File: config.mk
export PLATFORM = sky130hd
export DESIGN_NAME = ifetch_predict
export DESIGN_NICKNAME = d
export VERILOG_FILES = /design/src/rtl/ifetch_predict_pkg.sv /design/src/rtl/ifetch_predict_bht.sv /design/src/rtl/ifetch_predict.sv
export SDC_FILE = /design/constraint.sdc
export NUM_CORES = 1
export LEC_CHECK = 0
export ABC_AREA = 1
export CAP_MARGIN = 0
export CORE_MARGIN = 5
export CORE_UTILIZATION = 35
export DETAILED_ROUTE_END_ITERATION = 8
export SLEW_MARGIN = 25
export SYNTH_ARGS = -nofsm -noshare
export SYNTH_HDL_FRONTEND = slang
export SYNTH_HIERARCHICAL = 1
export SYNTH_SLANG_ARGS = --single-unit
File: constraint.sdc
create_clock -name clk -period 3 [get_ports clk]
set_input_delay 0.75 -clock clk [delete_from_list [all_inputs] [get_ports clk]]
set_output_delay 0.75 -clock clk [all_outputs]
set_load 0.05 [all_outputs]
File: src/rtl/ifetch_predict_pkg.sv
// Shared definitions for the instruction-fetch / branch-prediction slice.
// Latency: n/a (types, constants and a pure helper function only).
// Backpressure: n/a.
package ifetch_predict_pkg;

    // Opcode field values (instr[31:26]) recognised by the fetch predecoder
    localparam logic [5:0] OP_BEQ = 6'b000100;
    localparam logic [5:0] OP_J   = 6'b000010;

    // Branch strategy selected by bp_mode
    typedef enum logic [1:0] {
        BP_NOT_TAKEN    = 2'b00,
        BP_STATIC_TAKEN = 2'b01,
        BP_DELAY_SLOT   = 2'b10,
        BP_DYNAMIC      = 2'b11
    } bp_mode_e;

    // 2-bit saturating history counter; MSB is the taken prediction
    typedef logic [1:0] bht_ctr_t;
    localparam bht_ctr_t BHT_WEAK_NT = 2'b01;

    function automatic bht_ctr_t bht_next(input bht_ctr_t ctr, input logic taken);
        bht_ctr_t nxt;
        nxt = ctr;
        if (taken && ctr != 2'b11) begin
            nxt = ctr + 2'd1;
        end else if (!taken && ctr != 2'b00) begin
            nxt = ctr - 2'd1;
        end
        return nxt;
    endfunction

endpackage

File: src/rtl/ifetch_predict_bht.sv
// Table of 2-bit saturating branch-history counters.
// Latency: combinational read of the counter MSB; updates land on the next edge.
// Backpressure: none; one read and one update per cycle, read returns pre-update value.
// Ports: i_clk/i_rst_n clock and async active-low reset; i_rd_idx -> o_rd_taken
//        prediction; i_upd_en/i_upd_idx/i_upd_taken train one counter per cycle.
module bht_2bit
    import ifetch_predict_pkg::*;
#(
    parameter int ENTRIES = 16
) (
    input  logic                       i_clk,
    input  logic                       i_rst_n,
    input  logic [$clog2(ENTRIES)-1:0] i_rd_idx,
    output logic                       o_rd_taken,
    input  logic                       i_upd_en,
    input  logic [$clog2(ENTRIES)-1:0] i_upd_idx,
    input  logic                       i_upd_taken
);

    bht_ctr_t r_ctr [ENTRIES];

    always_ff @(posedge i_clk or negedge i_rst_n) begin
        if (!i_rst_n) begin
            for (int i = 0; i < ENTRIES; i++) begin
                r_ctr[i] <= BHT_WEAK_NT;
            end
        end else if (i_upd_en) begin
            r_ctr[i_upd_idx] <= bht_next(r_ctr[i_upd_idx], i_upd_taken);
        end
    end

    // Read straight from the array: a same-cycle update is not forwarded
    assign o_rd_taken = r_ctr[i_rd_idx][1];

endmodule

File: src/rtl/ifetch_predict.sv
// Fetch stage: PC register, beq/j predecode + prediction, IF/ID register, EX redirect.
// Latency: instruction at pc appears on ifir one edge later; EX mispredict redirects pc next edge.
// Backpressure: stall holds pc and IF/ID; a mispredict overrides stall.
// Ports: clk/rst (async active-low); bp_mode strategy; imem_addr/imem_rdata fetch port;
//        ex_br_* resolution from EX; pc, ifir, id_pc4, id_pred_taken to ID; flush_id to
//        ID/EX; mispredict_cnt saturating statistic.
module ifetch_predict
    import ifetch_predict_pkg::*;
#(
    parameter int          BHT_ENTRIES = 16,
    parameter logic [31:0] RESET_PC    = 32'h0
) (
    input  logic        clk,
    input  logic        rst,
    input  logic [1:0]  bp_mode,
    input  logic        stall,
    output logic [31:0] imem_addr,
    input  logic [31:0] imem_rdata,
    input  logic        ex_br_valid,
    input  logic        ex_br_taken,
    input  logic [31:0] ex_br_pc,
    input  logic [31:0] ex_br_target,
    input  logic        ex_pred_taken,
    output logic [31:0] pc,
    output logic [31:0] ifir,
    output logic [31:0] id_pc4,
    output logic        id_pred_taken,
    output logic        flush_id,
    output logic [15:0] mispredict_cnt
);

    localparam int IDX_W = $clog2(BHT_ENTRIES);

    logic [31:0] r_pc;
    logic [31:0] r_ifir;
    logic [31:0] r_id_pc4;
    logic        r_id_pred;
    logic [15:0] r_mis_cnt;

    logic [31:0] w_pc4;
    logic [5:0]  w_opcode;
    logic        w_is_beq;
    logic        w_is_j;
    logic [31:0] w_j_target;
    logic [31:0] w_beq_target;
    logic        w_bht_taken;
    logic        w_beq_pred;
    logic        w_beq_redirect;
    logic [31:0] w_next_pc;
    logic        w_mispredict;
    logic [31:0] w_fix_pc;
    logic        w_bht_upd;

    assign w_pc4        = r_pc + 32'd4;
    assign w_opcode     = imem_rdata[31:26];
    assign w_is_beq     = (w_opcode == OP_BEQ);
    assign w_is_j       = (w_opcode == OP_J);
    assign w_j_target   = {w_pc4[31:28], imem_rdata[25:0], 2'b00};
    assign w_beq_target = w_pc4 + {{14{imem_rdata[15]}}, imem_rdata[15:0], 2'b00};

    // Static direction for beq; delay-slot mode fetches straight-line like not-taken
    always_comb begin
        w_beq_pred = 1'b0;
        case (bp_mode)
            BP_STATIC_TAKEN: w_beq_pred = 1'b1;
            BP_DYNAMIC:      w_beq_pred = w_bht_taken;
            default:         w_beq_pred = 1'b0;
        endcase
    end

    assign w_beq_redirect = w_is_beq && w_beq_pred;
    assign w_next_pc      = w_is_j         ? w_j_target   :
                            w_beq_redirect ? w_beq_target : w_pc4;

    assign w_mispredict = ex_br_valid && (ex_br_taken != ex_pred_taken);
    assign w_fix_pc     = ex_br_taken ? ex_br_target : (ex_br_pc + 32'd4);
    // In delay-slot mode the instruction now in ID is the architectural slot and survives
    assign flush_id     = w_mispredict && (bp_mode != BP_DELAY_SLOT);

    // Training is independent of stall so EX outcomes are never lost
    assign w_bht_upd    = ex_br_valid && (bp_mode == BP_DYNAMIC);

    bht_2bit #(
        .ENTRIES (BHT_ENTRIES)
    ) u_bht (
        .i_clk       (clk),
        .i_rst_n     (rst),
        .i_rd_idx    (r_pc[IDX_W+1:2]),
        .o_rd_taken  (w_bht_taken),
        .i_upd_en    (w_bht_upd),
        .i_upd_idx   (ex_br_pc[IDX_W+1:2]),
        .i_upd_taken (ex_br_taken)
    );

    always_ff @(posedge clk or negedge rst) begin
        if (!rst) begin
            r_pc      <= RESET_PC;
            r_ifir    <= 32'd0;
            r_id_pc4  <= 32'd0;
            r_id_pred <= 1'b0;
            r_mis_cnt <= 16'd0;
        end else begin
            if (w_mispredict) begin
                r_pc      <= w_fix_pc;
                r_ifir    <= 32'd0;
                r_id_pc4  <= 32'd0;
                r_id_pred <= 1'b0;
                if (r_mis_cnt != 16'hFFFF) begin
                    r_mis_cnt <= r_mis_cnt + 16'd1;
                end
            end else if (!stall) begin
                r_pc      <= w_next_pc;
                r_ifir    <= imem_rdata;
                r_id_pc4  <= w_pc4;
                r_id_pred <= w_beq_redirect;
            end
        end
    end

    assign pc             = r_pc;
    assign imem_addr      = r_pc;
    assign ifir           = r_ifir;
    assign id_pc4         = r_id_pc4;
    assign id_pred_taken  = r_id_pred;
    assign mispredict_cnt = r_mis_cnt;

endmodule

# Word-level counts from Yosys, hierarchy flattened
# Cells that the tools add are included.
# totals
out_inout_bits,146
reg_bits,145
mem_bits_rw,0
mem_bits_ro,0
n_memories,0
inputBits,104
latchBits,0
# op_classes
n_reduce_logical,10
n_addsub,6
magnitude_cmp,3
mul,0
shifts,0
eq_ne,9
n_bitwise,2
mux,24
n_div,0
# ops
op,n
$mux 32,9
$add 32x3->32 const B,2
$add 32x32->32,1
$bwmux 32,1
$add 16x1->16 const B,1
$bmux 2 s4,2
$mux 2,8
$ne 16x16->1 const B,1
$ge 5x5->1 const B,2
$not 4->5,2
$demux 2 s4,1
$logic_and 1x1->1,7
$eq 6x2->1 const B,1
$eq 6x3->1 const B,1
$lt 5x1->1 const B,1
$ne 2x2->1 const B,2
$add 2x1->2 const B,1
$eq 2x1->1 const B,1
$eq 2x2->1 const B,1
$mux 1,2
$ne 2x1->1 const B,1
$pmux 1 s2,1
$reduce_and 2->1,1
$reduce_bool 2->1,1
3 further kinds,3

# Depth between registers and ports, before layout
# Gate-level depths: netlist (run 1).
# depth
ltp_word,10
ltp_mapped,23
mapped_depth_nobuf,23

# Hierarchy
# The synthesis (run 1) kept the hierarchy.
# modules_own_cells
module,cells_each,instances,area_per_inst_um2
ifetch_predict,1507,1,9655.5
bht_2bit,311,1,2063.2

# Least setup slack after synthesis (run 1)
# OpenSTA, ideal clock, no wires.
# synth_path
path_kind,flip-flop to flip-flop
start,"reg r_pc[2], in the netlist imem_addr[2]"
end,"reg r_pc[15], in the netlist imem_addr[15]"
setup_ns,0.118
arrival_time_ns,3.088
setup_slack_ns,-0.206
required_ns,2.882
synth_period_minus_slack_ns,3.206
path_stages_with_launch,19
cell_sequence,dfrtp_1 -> ha_1 -> inv_1 -> nor2_4 -> nand2_4 -> nor3_4 -> xor2_1 -> ha_1 -> a21oi_1 -> nand2_1 -> a21oi_1 -> nand2_1 -> or2_2 -> nand3_1 -> nand2_1 -> nand2_1 -> nand2_1 -> nand2_1 -> nand2_1
# synth_via
elab_chain_len,10
elab_cells_between_ends,12
cone_classes,add/sub: 2; mux: 8; bitwise: 1; reduce/logical: 1
# synth_rtl
element,line_no,source
"start, declared",ifetch_predict.sv:34,logic [31:0] r_pc;
"start signal, assigned",ifetch_predict.sv:104,r_pc <= w_fix_pc;
"start signal, assigned",ifetch_predict.sv:112,r_pc <= w_next_pc;
branches (longest 6 deep; another with $add 32x3->32),n/a,
$mux 32 (*),ifetch_predict.sv:73,w_beq_redirect ? w_beq_target : w_pc4;
$mux 32 (*),ifetch_predict.sv:72,assign w_next_pc = w_is_j ? w_j_target :
$mux 32 (*),ifetch_predict.sv:111,end else if (!stall) begin
$mux 32 (*),ifetch_predict.sv:103,if (w_mispredict) begin
# Mark *: on every way between the ends. The select of a mux whose other input is x is not followed.
# A chain may end at the register's enable or synchronous reset.

# Worst setup path after layout (run 1)
# layout_path
start,"reg r_pc[3], in the netlist imem_addr[3]"
end,"reg r_pc[30], in the netlist imem_addr[30]"
# layout_via
elab_chain_len,10
elab_cells_between_ends,12
cone_classes,add/sub: 2; mux: 8; bitwise: 1; reduce/logical: 1
# layout_rtl
element,line_no
branches (longest 7 deep; another with $add 32x3->32),n/a
$mux 32 (*),ifetch_predict.sv:72
$mux 32 (*),ifetch_predict.sv:111
$mux 32 (*),ifetch_predict.sv:103
# Marks and branches as above.

==> results of run 1 <==
[routing by layer]
layer  vias up  global-route usage (%)  part of all wire [%]
met4         0                    7.00                   2.2
met2       428                    44.5                    48
met3        57                    3.69                   5.8
met1      6432                    34.9                    44
li1       6620                       -                     -
met5         -                       0                     0
[stage by stage]
stage	instance area, um2	hold slack [ps]	TNS, ps
final	17800	238	0
after global routing	17800	263	-486
after CTS	17000	244	-17.1
after detailed placement	16200	458	-4850
after global placement	16200	455	-3550
after floorplan	11700	447	-4.49
[registers in the layout, summed over array words and instances (netlist names)]
register        count
id_pc4             32
ifir               32
imem_addr          32
u_bht/r_ctr        32
mispredict_cnt     16
id_pred_taken       1
[cells in the mapped netlist (all sizes together), types with 15 or more instances]
master  instances
nand4          23
nor2          211
xor2           30
clkbuf         19
nand2         619
buf            62
ha             41
a21oi         103
nor3           25
inv           232
o21ai         104
or2            15
nand3         110
dfstp          16
dfrtp         129
[repair_timing]
item / in CTS / in global routing
setup endpoints to repair: 15 / 23
pin swaps: 1 / 51
resized for setup: 43 / 185
setup buffers: 3 / 11
hold buffers: 0 / 0
endpoints found under the hold margin: 0 / 0
[final cells by class]
class / count / area share [%]
Clock buffer: 20 / 2.57
Clock inverter: 12 / 0.605
Inverter: 232 / 4.90
Multi-Input combinational cell: 1360 / 42.7
Sequential cell: 145 / 20.6
Tap cell: 448 / 3.15
Timing Repair Buffer: 500 / 25.5
[worst min-delay path by stage]
stage | cells after the start | to | slack [ps] | start
3_5_place_dp | 2 | u_bht/r_ctr[12] | 460 | u_bht/r_ctr[12]
5_1_grt | 1 | id_pc4[23] | 260 | rst
4_1_cts | 1 | id_pc4[23] | 240 | rst
6_report | 1 | id_pc4[23] | 240 | rst
3_3_place_gp | 2 | u_bht/r_ctr[8] | 460 | u_bht/r_ctr[8]
2_1_floorplan | 0 | id_pc4[0] | 450 | rst
[cell families (layout without fill, tap and decap cells)]
kind of cell,after synthesis,after routing,share of synthesized area [%]
AOI/OAI and AO/OA,254,254,11.9
muxes,5,5,0.438
adders and majority gates,42,42,4.55
buffers and inverters,313,764,11.8
xor gates and xnor gates,44,44,3.42
and+or+nand+nor,1015,1015,36.7
DFF,145,145,31.1
[power groups by stage]
| stage | Clock (uW) | Combinational (uW) | Sequential (uW) |
|---|---|---|---|
| finish | 2130 | 6150 | 2590 |
| global placement | 0 | 5550 | 2600 |
| detailed placement | 0 | 5570 | 2600 |
| floorplan | 0 | 2300 | 3480 |
| CTS | 2170 | 5690 | 2580 |
| global route | 2240 | 6570 | 2630 |
==> flow_metrics.tcl, run 1 <==
set metrics [dict create \
    cpPeakStageDelay_ps 420 \
    tritoncts.num_buffers 17 \
    cts_max_level 4 \
    internal-power_uw 5860 \
    power.density_nw_per_um2 611 \
    number_of_inserted_diodes 0 \
    status "finished clean" \
    share_of_synthesized_area_occupied_by_flip_flops_and_latches_pct 31.1 \
    setup.worst_path.class "reg -> reg" \
    placed_cells 2671 \
    post-layout-total-power_uw 10900 \
    synthToLayoutAreaGrowth_pct 51.8 \
    setup.reg_to_reg.worst_slack_ps 80 \
    buffer_ports.inserted 249 \
    path_buf_inv 3 \
    postSynthAreaPerCell_um2 6.45 \
    timing.critical_path.max_delay_family "simple AND/OR/NAND/NOR gates" \
    reg2reg_from "imem_addr[3]" \
    setup_slack_ps 78.5 \
    drt_wl_total_um 50000 \
    critical_path.slowest_cell "sky130_fd_sc_hd__dfrtp_2" \
    combinationalPowerShare_pct 56.6 \
    critical_path.max_fanout 3 \
    worstSetupEndpointType "flop" \
    post_synth_net_total 1964 \
    clock_tree_from_tritoncts "built" \
    post-synth-top-area-cell "sky130_fd_sc_hd__dfrtp_1" \
    ys_ff_latch 145 \
    wl_per_cell_um 18.4 \
    cell_count_final_fillers_out 2717 \
    worst-r2r-cell-count 20 \
    postSynth.asyncResetShare_pct 100 \
    p_switching_uw 5010 \
    cts_root_buf "sky130_fd_sc_hd__clkbuf_16" \
    irDropWorstVdd_uv 420 \
    layout.cells.most_common "sky130_fd_sc_hd__nand2_1" \
    path_cells "buf_4 -> nand2_1 -> nor2_2 -> nand2_2 -> buf_6 -> nor3_4 -> or2_2 -> nand2_2 -> inv_1 -> ha_1 -> a21oi_1 -> o21bai_1 -> a21oi_1 -> nand2_1 -> nor2_2 -> nand3b_1 -> nand3_1 -> nand2_1 -> nand2_1 -> nand2_1" \
    swShare_pct 46.1 \
    critPathLaunch "imem_addr[3]" \
    dp_worst_setup_slack_ps -199 \
    post_synth_inst_count 1818 \
    row_count 67 \
    drt-pass1-iter-count 6 \
    setup.worst_path.start_class "flop" \
    antenna_left 0 \
    ys_warn_count 6 \
    leakagePower_uw 0.00849 \
    syn-cell-area_um2 11700 \
    timing.critical_path.required_ps 3340 \
    detailroute.via_count 13537 \
    area.sequential_um2 3660 \
    maxSlewHeadroom_pct 59.9 \
    initial_core_util_pct 35.2 \
    synthDistinctLibCells 52 \
    grt_max_degree 47 \
    p_clk_share_pct 19.6 \
    rsz0062_at_grt "true" \
    pin_count 250 \
    residual_drc_count 0 \
    critical-path-top-cell-by-count "sky130_fd_sc_hd__nand2_1" \
    clock_tree.buffer_depth 2 \
    floorplan.core_area_um2 33300 \
    die_w_um 193 \
    grt_pass1_vias 12976 \
    gp_congestion 0.994 \
    timing.final.max_slew_violations 0 \
    max_slew.worst_pin.slew_ps 600 \
    number_of_flops_mapped_to_enable_cells_by_yosys 0 \
    antenna_found_initial 0 \
    timing.hold.worst.class "in -> async" \
    die_extent_in_y_um 193 \
    setup_viol_count_final 0 \
    gr_usage_total_pct 26.1 \
    num-nets-final 2402 \
    timing.critical_path.arrival_ps 3260 \
    synth_ff_type "sky130_fd_sc_hd__dfrtp_1" \
    skew_ps 11.1 \
    synth_area_leaders "sky130_fd_sc_hd__dfrtp_1 (28%), sky130_fd_sc_hd__nand2_1 (19%), sky130_fd_sc_hd__inv_1 (7.2%)" \
    worstSkewPairLatency_ps 440 \
    global_route_wire_length_before_repair_um 74600 \
    synth.top_cell.area_share_pct 27.5 \
    reg2reg_to "imem_addr[30]" \
    utilization_pct 53.4 \
    die_area_um2 37200 \
    clkSlewWorstSetupHoldPaths_ps 70 \
    max_freq_ghz 0.342 \
    cts_num_sinks 145 \
    avgViaCountPerCell 4.98 \
    drv_cap 0 \
    most_frequent_cells_in_the_layout "sky130_fd_sc_hd__nand2_1 (529), sky130_fd_sc_hd__clkdlybuf4s50_1 (247), sky130_fd_sc_hd__buf_4 (238)" \
    instance_count_on_the_critical_path 20 \
    final_layout_size_suffix_gt1_share_pct 24.5 \
    fillCellCount 3366 \
    timing.final.crit_share_pct 97.4 \
    period_minus_slack_ps 2920 \
    drtIter0Drc 1110 \
    hpwlAfterDp_um 40000 \
    multi_input_comb_area_um2 7600 \
    total_overflow_reported_by_the_global_router 0 \
    crit_end "imem_addr[30]" \
    sequential_power_share_pct 23.8 \
    hold_viol_final 0 \
]
Note: power is estimated with default switching activity, not from simulation.
==> run 2: changes to the inputs <==
--- a/config.mk
+++ b/config.mk
@@ -10,6 +10,7 @@
 export CORE_MARGIN = 5
 export CORE_UTILIZATION = 35
 export DETAILED_ROUTE_END_ITERATION = 8
+export DONT_BUFFER_PORTS = 1
 export SLEW_MARGIN = 25
 export SYNTH_ARGS = -nofsm -noshare
 export SYNTH_HDL_FRONTEND = slang
==> run 2 against run 1 <==
  * Sequential share of layout area rose by 3.9 points
  * Critical endpoint is now imem_addr[23]
  * Maximum frequency shrank 1.2%
  * Largest cell class unchanged
  * Via count shrank 6.8%
  * Final area shrank 16%
  * Core utilization decreased by 8.5 points
  * Worst hold slack lost 100 ps
  * Critical path type unchanged
  * Die area did not move
  * Non-clock buffer count shrank 282
  * First-iteration DRC count up 2.6%
  * Sequential power grew 23%
  * Wire length is 0.53% higher
==> flow_metrics.tcl, run 2 (synthesis results as in run 1) <==
set metrics [dict create \
    post-layout-total-power_uw 10100 \
    final_layout_size_suffix_gt1_share_pct 25.1 \
    cell_count_final_fillers_out 2436 \
    critPathLaunch "imem_addr[2]" \
    wl_per_cell_um 20.6 \
    cts_num_sinks 145 \
    worstSetupEndpointType "flop" \
    residual_drc_count 0 \
    tritoncts.num_buffers 17 \
    max_freq_ghz 0.338 \
    power.density_nw_per_um2 679 \
    hpwlAfterDp_um 38500 \
    avgViaCountPerCell 5.18 \
    num-nets-final 2120 \
    status "finished clean" \
    worst_hold_slack_ps 135 \
    timing.final.max_slew_violations 0 \
    setup.worst_path.start_class "flop" \
    period_minus_slack_ps 2960 \
    total_overflow_reported_by_the_global_router 0 \
    setup.worst_path.class "reg -> reg" \
    leakagePower_uw 0.00734 \
    initial_core_util_pct 35.2 \
    timing.final.crit_share_pct 98.5 \
    cts_max_level 4 \
    rsz0062_at_grt "true" \
    global_route_wire_length_before_repair_um 73200 \
    row_count 67 \
    most_frequent_cells_in_the_layout "sky130_fd_sc_hd__nand2_1 (542), sky130_fd_sc_hd__inv_1 (214), sky130_fd_sc_hd__buf_4 (199)" \
    timing.hold.worst.class "in -> async" \
    critical_path.slowest_cell "sky130_fd_sc_hd__dfrtp_2" \
    detailroute.via_count 12615 \
    timing.critical_path.arrival_ps 3290 \
    worstSkewPairLatency_ps 450 \
    hold_viol_final 0 \
    max_slew.worst_pin.slew_ps 911 \
    clock_tree.buffer_depth 2 \
    cts_root_buf "sky130_fd_sc_hd__clkbuf_16" \
    drtIter0Drc 1139 \
    floorplan.core_area_um2 33300 \
    final_design_area_no_fill_um2 14900 \
    clkSlewWorstSetupHoldPaths_ps 70 \
    drt-pass1-iter-count 5 \
    die_w_um 193 \
    reg2reg_from "imem_addr[2]" \
    timing.critical_path.required_ps 3330 \
    place_area_um2 13300 \
    drv_cap 0 \
    placed_cells 2377 \
    die_extent_in_y_um 193 \
    die_area_um2 37200 \
    synthToLayoutAreaGrowth_pct 27.5 \
    critical_path.max_fanout 5 \
    skew_ps 9.03 \
    drt_wl_total_um 50300 \
    fin_setup_tns_ps 0 \
    setup_viol_count_final 0 \
    cpPeakStageDelay_ps 430 \
    gr_usage_total_pct 26.1 \
    gp_congestion 1.02 \
    buffer_ports.inserted 0 \
    setup.reg_to_reg.worst_slack_ps 40 \
    clock_tree_from_tritoncts "built" \
    maxSlewHeadroom_pct 39.3 \
    antenna_left 0 \
    pin_count 250 \
    grt_pass1_vias 12069 \
    critical-path-top-cell-by-count "sky130_fd_sc_hd__nand2_1" \
    antenna_found_initial 1 \
    path_cells "buf_4 -> ha_2 -> inv_2 -> nor2_4 -> buf_4 -> xnor2_1 -> buf_4 -> inv_1 -> ha_4 -> nand2_2 -> nor2_4 -> and2_1 -> nand2_1 -> nand2_2 -> nand2_1 -> nand2_1 -> nand2_1 -> nand3_1 -> nand2_1 -> nand2_1 -> a21oi_1" \
    grt_max_degree 79 \
    layout.cells.most_common "sky130_fd_sc_hd__nand2_1" \
    irDropWorstVdd_uv 418 \
]
-- run 2: cell types whose count changed in the layout (fill, tap and decap cells not counted), sizes merged --
cell / change
clkdlybuf4s50: -247
buf: -40
dlygate4sd3: +5
inv: +4
clkbuf: -3
clkinvlp: -1
diode: +1
-- run 2: worst paths after layout --
path / end / cells after the start
min reg2reg: u_bht/r_ctr[14] / 2
max in group asynchronous: imem_addr[17] / 1
min: ifir[0] / 1
max: imem_addr[23] / 21
min in group clk: ifir[5] / 2
max reg2reg: imem_addr[23] / 21
-- run 2: per-stage QoR --
step	setup slack, ps	utilization, %
global placement	-355	39.9
detailed placement	-314	39.9
CTS	-10.9	42.6
floorplan	-4.49	-
finish	43.7	44.9
global route	-136	44.9
-- run 2: worst max-delay path, delay by kind of cell, from the launching register on --
kind,cells,cell delay (ps)
AO/OA/AOI/OAI,1,50
XOR/XNOR,1,100
adder cells (fa/ha/maj),2,480
buffers and inverters,5,530
flip-flops,1,430
AND/OR/NAND/NOR,12,1220
-- run 2: what timing repair did --
item / CTS / global route
setup buffers: 5 / 14
hold buffers: 7 / 0
setup endpoints to repair: 19 / 23
endpoints found under the hold margin: 78 / 0
resized for setup: 52 / 156
pin swaps: 12 / 50
-- run 2: area by class of cell --
type / instances / area [um2]
Tap cell: 448 / 561
Multi-Input combinational cell: 1360 / 7490
Clock buffer: 17 / 425
Fill cell: 3481 / 18300
Inverter: 232 / 871
Clock inverter: 15 / 151
Sequential cell: 145 / 3660
Antenna cell: 1 / 2.50
Timing Repair Buffer: 218 / 1780
-- run 2: metal layers --
| layer | wire (um) | vias to the layer above | GRT usage (%) |
|---|---|---|---|
| li1 | - | 6050 | - |
| met1 | 21000 | 5936 | 34.1 |
| met2 | 24000 | 552 | 43.9 |
| met3 | 3970 | 77 | 5.11 |
| met4 | 1350 | 0 | 7.63 |
| met5 | 0 | - | 0 |
-- run 2: power breakdown --
group	switching (uW)	total (uW)	internal, uW
registers	916	3190	2270
clock network	1020	2190	1170
logic	3020	4760	1740
==> run 3: changes to the inputs <==
--- a/config.mk
+++ b/config.mk
@@ -9,6 +9,7 @@
 export CAP_MARGIN = 0
 export CORE_MARGIN = 5
 export CORE_UTILIZATION = 35
+export CTS_CLUSTER_DIAMETER = 30
 export DETAILED_ROUTE_END_ITERATION = 8
 export DONT_BUFFER_PORTS = 1
 export SLEW_MARGIN = 25
==> results of run 3 <==
Same layout as run 2: the final DEF is identical, and so are final timing and power.
